$ cat src/rtl/err_compute_seq.sv
// err_compute_seq: sequential line-follower error engine (weighted R minus L IR sum, saturated)
// Ports:
//   clk            system clock, all state on posedge
//   rst_n          synchronous active-low reset
//   strt           start request, sampled in IDLE and DONE
//   IR_R / IR_L    packed right/left IR readings, channel i at [i*IR_W +: IR_W]
//   busy           high while a conversion is in flight (includes the DONE cycle)
//   err_vld        one-cycle strobe when error is updated
//   error          saturated signed error, held between conversions
module err_compute_seq #(
  parameter int NUM_PAIRS = 4,
  parameter int IR_W      = 12,
  parameter int ERR_W     = 16
) (
  input  logic                          clk,
  input  logic                          rst_n,
  input  logic                          strt,
  input  logic [NUM_PAIRS*IR_W-1:0]     IR_R,
  input  logic [NUM_PAIRS*IR_W-1:0]     IR_L,
  output logic                          busy,
  output logic                          err_vld,
  output logic signed [ERR_W-1:0]       error
);
  localparam int NT    = 2*NUM_PAIRS;
  localparam int CW    = $clog2(NT);
  localparam int ACC_W = IR_W+NUM_PAIRS+1;
  localparam int WW    = ACC_W+ERR_W;
  localparam logic signed [WW-1:0] HI = WW'((64'sd1 <<< (ERR_W-1)) - 64'sd1);
  localparam logic signed [WW-1:0] LO = WW'(-(64'sd1 <<< (ERR_W-1)));
  typedef enum logic [1:0] {IDLE, ACCUM, DONE} state_t;
  state_t                      state_q;
  logic [CW-1:0]               cnt_q;
  logic signed [ACC_W-1:0]     acc_q, acc_d, term;
  logic [NUM_PAIRS*IR_W-1:0]   snap_r_q, snap_l_q, sel_w;
  logic [IR_W-1:0]             rd;
  logic signed [WW-1:0]        acc_x;
  logic signed [ERR_W-1:0]     error_q, err_d;
  logic                        err_vld_q;
  int                          ch;
  // Even count steps add the right channel, odd steps subtract the left one.
  always_comb begin
    ch    = int'(cnt_q >> 1);
    sel_w = cnt_q[0] ? snap_l_q : snap_r_q;
    rd    = sel_w[ch*IR_W +: IR_W];
    term  = ACC_W'(rd) << ch;
    acc_d = cnt_q[0] ? acc_q - term : acc_q + term;
    acc_x = WW'(acc_q);
    err_d = acc_x > HI ? ERR_W'(HI) : acc_x < LO ? ERR_W'(LO) : ERR_W'(acc_x);
  end
  always_ff @(posedge clk) begin
    if (!rst_n) begin
      state_q   <= IDLE;
      cnt_q     <= '0;
      acc_q     <= '0;
      error_q   <= '0;
      err_vld_q <= 1'b0;
      snap_r_q  <= '0;
      snap_l_q  <= '0;
    end else begin
      err_vld_q <= 1'b0;
      case (state_q)
        IDLE, DONE: begin
          if (state_q == DONE) begin
            error_q   <= err_d;
            err_vld_q <= 1'b1;
          end
          if (strt) begin
            snap_r_q <= IR_R;
            snap_l_q <= IR_L;
            acc_q    <= '0;
            cnt_q    <= '0;
            state_q  <= ACCUM;
          end else begin
            state_q  <= IDLE;
          end
        end
        ACCUM: begin
          acc_q <= acc_d;
          cnt_q <= cnt_q + CW'(1);
          if (cnt_q == CW'(NT-1)) state_q <= DONE;
        end
        default: state_q <= IDLE;
      endcase
    end
  end
  assign busy    = state_q != IDLE;
  assign err_vld = err_vld_q;
  assign error   = error_q;
endmodule
$ cat config.mk
export PLATFORM = sky130hd
export DESIGN_NAME = err_compute_seq
export DESIGN_NICKNAME = d
export VERILOG_FILES = /design/src/rtl/err_compute_seq.sv
export SDC_FILE = /design/constraint.sdc
export NUM_CORES = 1
export LEC_CHECK = 0
export ABC_AREA = 1
export CAP_MARGIN = 20
export CORE_ASPECT_RATIO = 0.6
export CORE_MARGIN = 2
export CORE_UTILIZATION = 42
export DETAILED_ROUTE_END_ITERATION = 12
export PLACE_DENSITY = 0.64
export SETUP_SLACK_MARGIN = 0.5
export SLEW_MARGIN = 20
export SYNTH_ARGS = -nofsm -noshare
export SYNTH_HDL_FRONTEND = slang
export SYNTH_SLANG_ARGS = --single-unit
$ cat constraint.sdc
create_clock -name clk -period 3.2 [get_ports clk]
set_input_delay 0.64 -clock clk [delete_from_list [all_inputs] [get_ports clk]]
set_output_delay 0.64 -clock clk [all_outputs]
set_load 0.05 [all_outputs]
Yosys cells after proc, flatten, opt, wreduce, memory -nomap -nowiden. Index checks and enable logic that the tools add are counted. Widths: inputs -> output; s select.

Register bits: 135.

Multiply operators: 1. Reduce and logical (&&, ||, !) cells: 8. Shift-type cells: 2. Mux-type cells: 12. Eq/ne operators: 5. $add $sub $neg: 3. $lt $le $gt $ge: 2.

Operators with widths (count): $mux 48 (1); $shiftx 48x7->12 (1); $mux 17 (2); $pmux 17 s2 (1); $mux 16 (2); $add 17x17->17 (1); $gt 17x16->1 const B (1); $lt 17x16->1 const B (1); $shl 12x2->17 (1); $sub 17x17->17 (1); $reduce_and 2->1 (4); $pmux 3 s2 (1); $mul 2x2->4 const B (1); $ne 2x2->1 const B (2); $pmux 2 s2 (1); $reduce_bool 2->1 (2); $add 3x1->3 const B (1); $eq 3x3->1 const B (1); $mux 3 (1); $eq 2x1->1 const B (1); $eq 2x2->1 const B (1); $logic_not 2->1 (1); $mux 1 (2); $mux 2 (1); $reduce_or 2->1 (1).

Logic depth before layout (Yosys ltp).
Depth after elaboration: 6. Mapped depth: 30. Mapped depth without buffers: 28.

Worst setup path before layout. No wires, ideal clock.

Kind: register -> register. Start point: register cnt_q[1]. End point: register acc_q[12]. Setup time: 0.070 ns. Data required time: 3.130 ns. Buffers on the path: 2. Data arrival time: 3.264 ns. Period minus slack after synthesis: 3.334 ns. Setup slack: -0.134 ns. Cell stages (with the launch flop): 25. Cell sequence: dfxtp_1 buf_2 buf_1 nand3_1 nand2_1 nand2_1 ha_1 o21ai_0 inv_1 fa_1 inv_1 nand3_1 nand2_1 nand2_1 nand2_1 a21oi_1 nor2_1 o22ai_1 o21ai_0 nand2_1 nand2_1 nor2_1 nor2_1 nand2_1 a21oi_1.

Cells in the longest elaborated chain, start to end: 6. Elaborated cells between the ends (all ways): 7. Classes of those cells: 2 x add/sub; 1 x mul; 2 x shift; 2 x mux.

Ends and longest elaborated chain: start: declaration (line 32) `logic [CW-1:0] cnt_q;`; start signal: assignment (line 79) `cnt_q <= cnt_q + CW'(1);`; $mul 2x2->4 (line 44) `rd = sel_w[ch*IR_W +: IR_W];`; $shiftx 48x7->12 (line 44); $shl 12x2->17 * (line 45) `term = ACC_W'(rd) << ch;`; $add 17x17->17 or $sub 17x17->17 (tied branches) (line 46) `acc_d = cnt_q[0] ? acc_q - term : acc_q + term;`; $mux 17 * (line 46); $pmux 17 s2 * (line 61) `case (state_q)`; end signal: assignment (line 54) `acc_q <= '0;`; end signal: assignment (line 70) `acc_q <= '0;`; end signal: assignment (line 78) `acc_q <= acc_d;`; end: declaration (line 33) `logic signed [ACC_W-1:0] acc_q, acc_d, term;`.

Every way passes the cells marked *; elsewhere a longest branch is shown, timed or not. A chain may end at the register's enable or synchronous reset.

Worst setup path in the final report.
Start point: register cnt_q[0]. End point: register acc_q[14].

Cells in the longest elaborated chain, start to end: 6. Elaborated cells between the ends (all ways): 7. Classes of those cells: 2 x add/sub; 2 x shift; 3 x mux.

Ends and longest elaborated chain: $mux 48 (line 43) `sel_w = cnt_q[0] ? snap_l_q : snap_r_q;`; $shiftx 48x7->12 (line 44); $shl 12x2->17 (line 45); $add 17x17->17 or $sub 17x17->17 (tied branches) (line 46); $mux 17 * (line 46); $pmux 17 s2 * (line 61).

Marks and branches as above.

==> impl_metrics.tcl <==
set metrics [dict create \
    status "finished with violations" \
    failed_checks "setup timing" \
    pin_count 117 \
    max_freq_mhz 285.8 \
    syn_area_mm2 0.007114 \
    cp_slowest_stage_delay_ns 0.44 \
    fp.dieArea_mm2 0.01803 \
    io_buffers 116 \
    ys_seq_elements 135 \
    r2r_slack_ns -0.30 \
    r2r_cells 23 \
    final_common_cell "nand2_1" \
    drc 0 \
    cts.clk_slew.worst_paths_ns 0.06 \
    finClkSkew_ns 0.01423 \
    p_leak_nw 4.265 \
    place_area_mm2 0.008986 \
    min_path_cells 2 \
    grt_pass1_vias 6784 \
    totalWireLength_um 21070 \
    period_share_pct 109.4 \
    antenna_found_initial 0 \
    die_w_um 172.0 \
    worstMarginPinSlew_ns 1.007 \
    ys_async_sr_fraction_pct 0 \
    wl_per_cell_um 14.56 \
    tns_ns -2.003 \
    path_max_fanout 37 \
    place.gp.congestion 0.8912 \
    holdBufCountCts 0 \
    required_ns 3.47 \
    clock_latency_ns 0.42 \
    cpMaxStageDelayCell "dfxtp_4" \
    cp_num_cells 23 \
    cts_tree "built" \
    ys_warn_count 0 \
    maxCapViolations 0 \
    drt_iter0_markers 565 \
    cts_sinks 135 \
    endpoint_kind "flop" \
    clock_path_buffers 2 \
    grt_max_degree 100 \
    hold_class "flop to flop" \
    root_buffer "clkbuf_16" \
    cts_inserted_buffers 17 \
    hold_viol 0 \
    dr.pass1.iters 5 \
    vias 7261 \
    fp.coreArea_mm2 0.01640 \
    synthToLayoutAreaGrowth_pct 37.69 \
    grt_usage_pct 24.21 \
    ys_seq_area_share_pct 37.99 \
    start_util_pct 43.39 \
    slew_headroom_pct 32.59 \
    period_needed_ns 3.500 \
    p_total_mw 5.933 \
    final_max_slew_viol_count 0 \
    rows 36 \
    path_delay_family "compound AO/OA/AOI/OAI gates" \
    synthFlopType "dfxtp_1" \
    grt_overflow 0 \
    drive_above_1_share_pct 16.65 \
    rsz0062_at_grt "yes" \
    peakVddDrop_mv 0.3243 \
    dp_hpwl_um 15290 \
    nets 1325 \
    path_cells "inv_12 > buf_4 > o21ai_2 > nand3_2 > nand3_2 > nand2_1 > nand2_2 > ha_4 > o21ai_2 > inv_1 > fa_2 > inv_2 > nand3_1 > nand2_2 > nand2_1 > nand2_1 > a21oi_2 > buf_4 > o41ai_1 > buf_4 > a21oi_1 > o21ai_0 > a21oi_1" \
    avgSynthCellArea_um2 6.821 \
    antenna_left 0 \
    synth_edf_count 0 \
    synth_cell_types 42 \
    path_buf_inv 6 \
    grt_pass1_wl_um 34440 \
    crit_type "flop to flop" \
    final_cell_area_mm2 0.009796 \
    cp.arrival_ns 3.77 \
    synthesis.instances 1043 \
    die_y_um 104.8 \
    setup_viol 10 \
    syn-num-nets 1162 \
    layout_common_cells "nand2_1 (202), dfxtp_1 (134), a21oi_1 (131)" \
    diodes 0 \
    power.density_mw_per_mm2 605.7 \
    htreeDepth 4 \
    critPathLaunchType "flop" \
    viasPerCell 5.018 \
    setup_ws_ns -0.2996 \
]
==> cells by family (layout without fill, tap and decap cells) <==
| family | after synthesis | in the layout | synth area share, % |
|---|---|---|---|
| adders and majority gates | 20 | 20 | 3.623 |
| DFF | 135 | 135 | 37.99 |
| buffers and inverters | 186 | 362 | 11.10 |
| and+or+nand+nor | 403 | 403 | 24.96 |
| AOI/OAI and AO/OA | 286 | 286 | 20.74 |
| xor gates and xnor gates | 13 | 13 | 1.600 |
==> sequential cells by signal, indices dropped and copies added (netlist names) <==
name / cells
cnt_q: 3
snap_l_q: 48
acc_q: 17
error: 16
state_q: 2
snap_r_q: 48
err_vld: 1
==> power by group <==
part	leakage, nW	switching, mW	internal, mW	total [mW]
Clock	0.286	0.818	1.17	1.99
Sequential	1.11	0.0808	1.84	1.92
Combinational	2.87	1.10	0.924	2.03
Total	4.27	2.00	3.93	5.93
==> stage by stage <==
| step | cells | util, % | worst slack [ns] | hold WS [ns] |
|---|---|---|---|---|
| 2_1_floorplan | 1043 | - | 0.09577 | 0.4292 |
| 3_3_place_gp | 1408 | 54.81 | -0.2413 | 0.4394 |
| 3_5_place_dp | 1408 | 54.81 | -0.3408 | 0.4455 |
| 4_1_cts | 1446 | 59.29 | -0.2296 | 0.4546 |
| 5_1_grt | 1447 | 59.75 | -0.5265 | 0.4709 |
| 6_report | 1447 | 59.75 | -0.2996 | 0.4535 |
==> Yosys cell counts, types with 2 or more instances <==
cell / count / area share (%)
o21ai_1: 7 / 0.49
a21oi_1: 137 / 9.6
a31oi_1: 4 / 0.35
nand3_2: 7 / 0.98
xnor2_1: 2 / 0.25
nor2_1: 54 / 2.8
clkinv_1: 2 / 0.11
clkbuf_1: 36 / 1.9
nand3_1: 106 / 7.5
nand4_1: 2 / 0.18
a21oi_2: 2 / 0.25
buf_1: 4 / 0.21
dfxtp_1: 135 / 38
nor3_1: 2 / 0.14
o32ai_1: 2 / 0.25
o21ai_0: 126 / 8.9
nand2_2: 10 / 0.88
nor2_2: 2 / 0.18
or2_2: 7 / 0.62
buf_2: 14 / 0.98
nand2_1: 209 / 11
o22ai_1: 2 / 0.18
buf_6: 6 / 0.95
buf_4: 3 / 0.32
xor2_1: 11 / 1.4
ha_1: 19 / 3.3
inv_1: 117 / 6.2
==> path summary, 6_finish.rpt <==
check,from,end
setup reg to reg,cnt_q[0],acc_q[14]
hold reg to reg,snap_l_q[18],snap_l_q[18]
setup / recovery,cnt_q[0],acc_q[14]
hold / removal,snap_l_q[18],snap_l_q[18]
==> layer usage <==
| layer | vias to the layer above | track usage (%) | wire length [µm] |
|---|---|---|---|
| met3 | 14 | 4.508 | 1232 |
| met2 | 198 | 32.67 | 8151 |
| li1 | 3746 | - | - |
| met1 | 3303 | 38.91 | 11520 |
| met4 | 0 | 5.222 | 170 |
| met5 | - | 0 | 0 |
==> worst register-to-register path, cell delays in order, from the launching register on <==
cell     delay [ns]
dfxtp_4        0.44
inv_12         0.10
buf_4          0.16
o21ai_2        0.17
nand3_2        0.15
nand3_2        0.09
nand2_1        0.07
nand2_2        0.10
ha_4           0.21
o21ai_2        0.16
inv_1          0.07
fa_2           0.33
inv_2          0.07
nand3_1        0.08
nand2_2        0.08
nand2_1        0.05
nand2_1        0.07
a21oi_2        0.06
buf_4          0.15
o41ai_1        0.32
buf_4          0.18
a21oi_1        0.05
o21ai_0        0.08
a21oi_1        0.08
==> repair_timing <==
item,CTS,global route
pin swaps,8,7
endpoints found under the setup margin,14,15
endpoints found under the hold margin,0,0
buffers inserted,6,1
gates resized for setup,26,16
==> layout make-up <==
type                       count  area, µm²
multi-input combinational    722       3815
inverter                     122      471.7
tap                          228      285.3
clock buffer                  18      429.2
sequential                   135       2706
fill                        1548       6600
timing repair buffer         208       1924
clock inverter                14      163.9
Note: power is estimated with default switching activity, not from simulation.
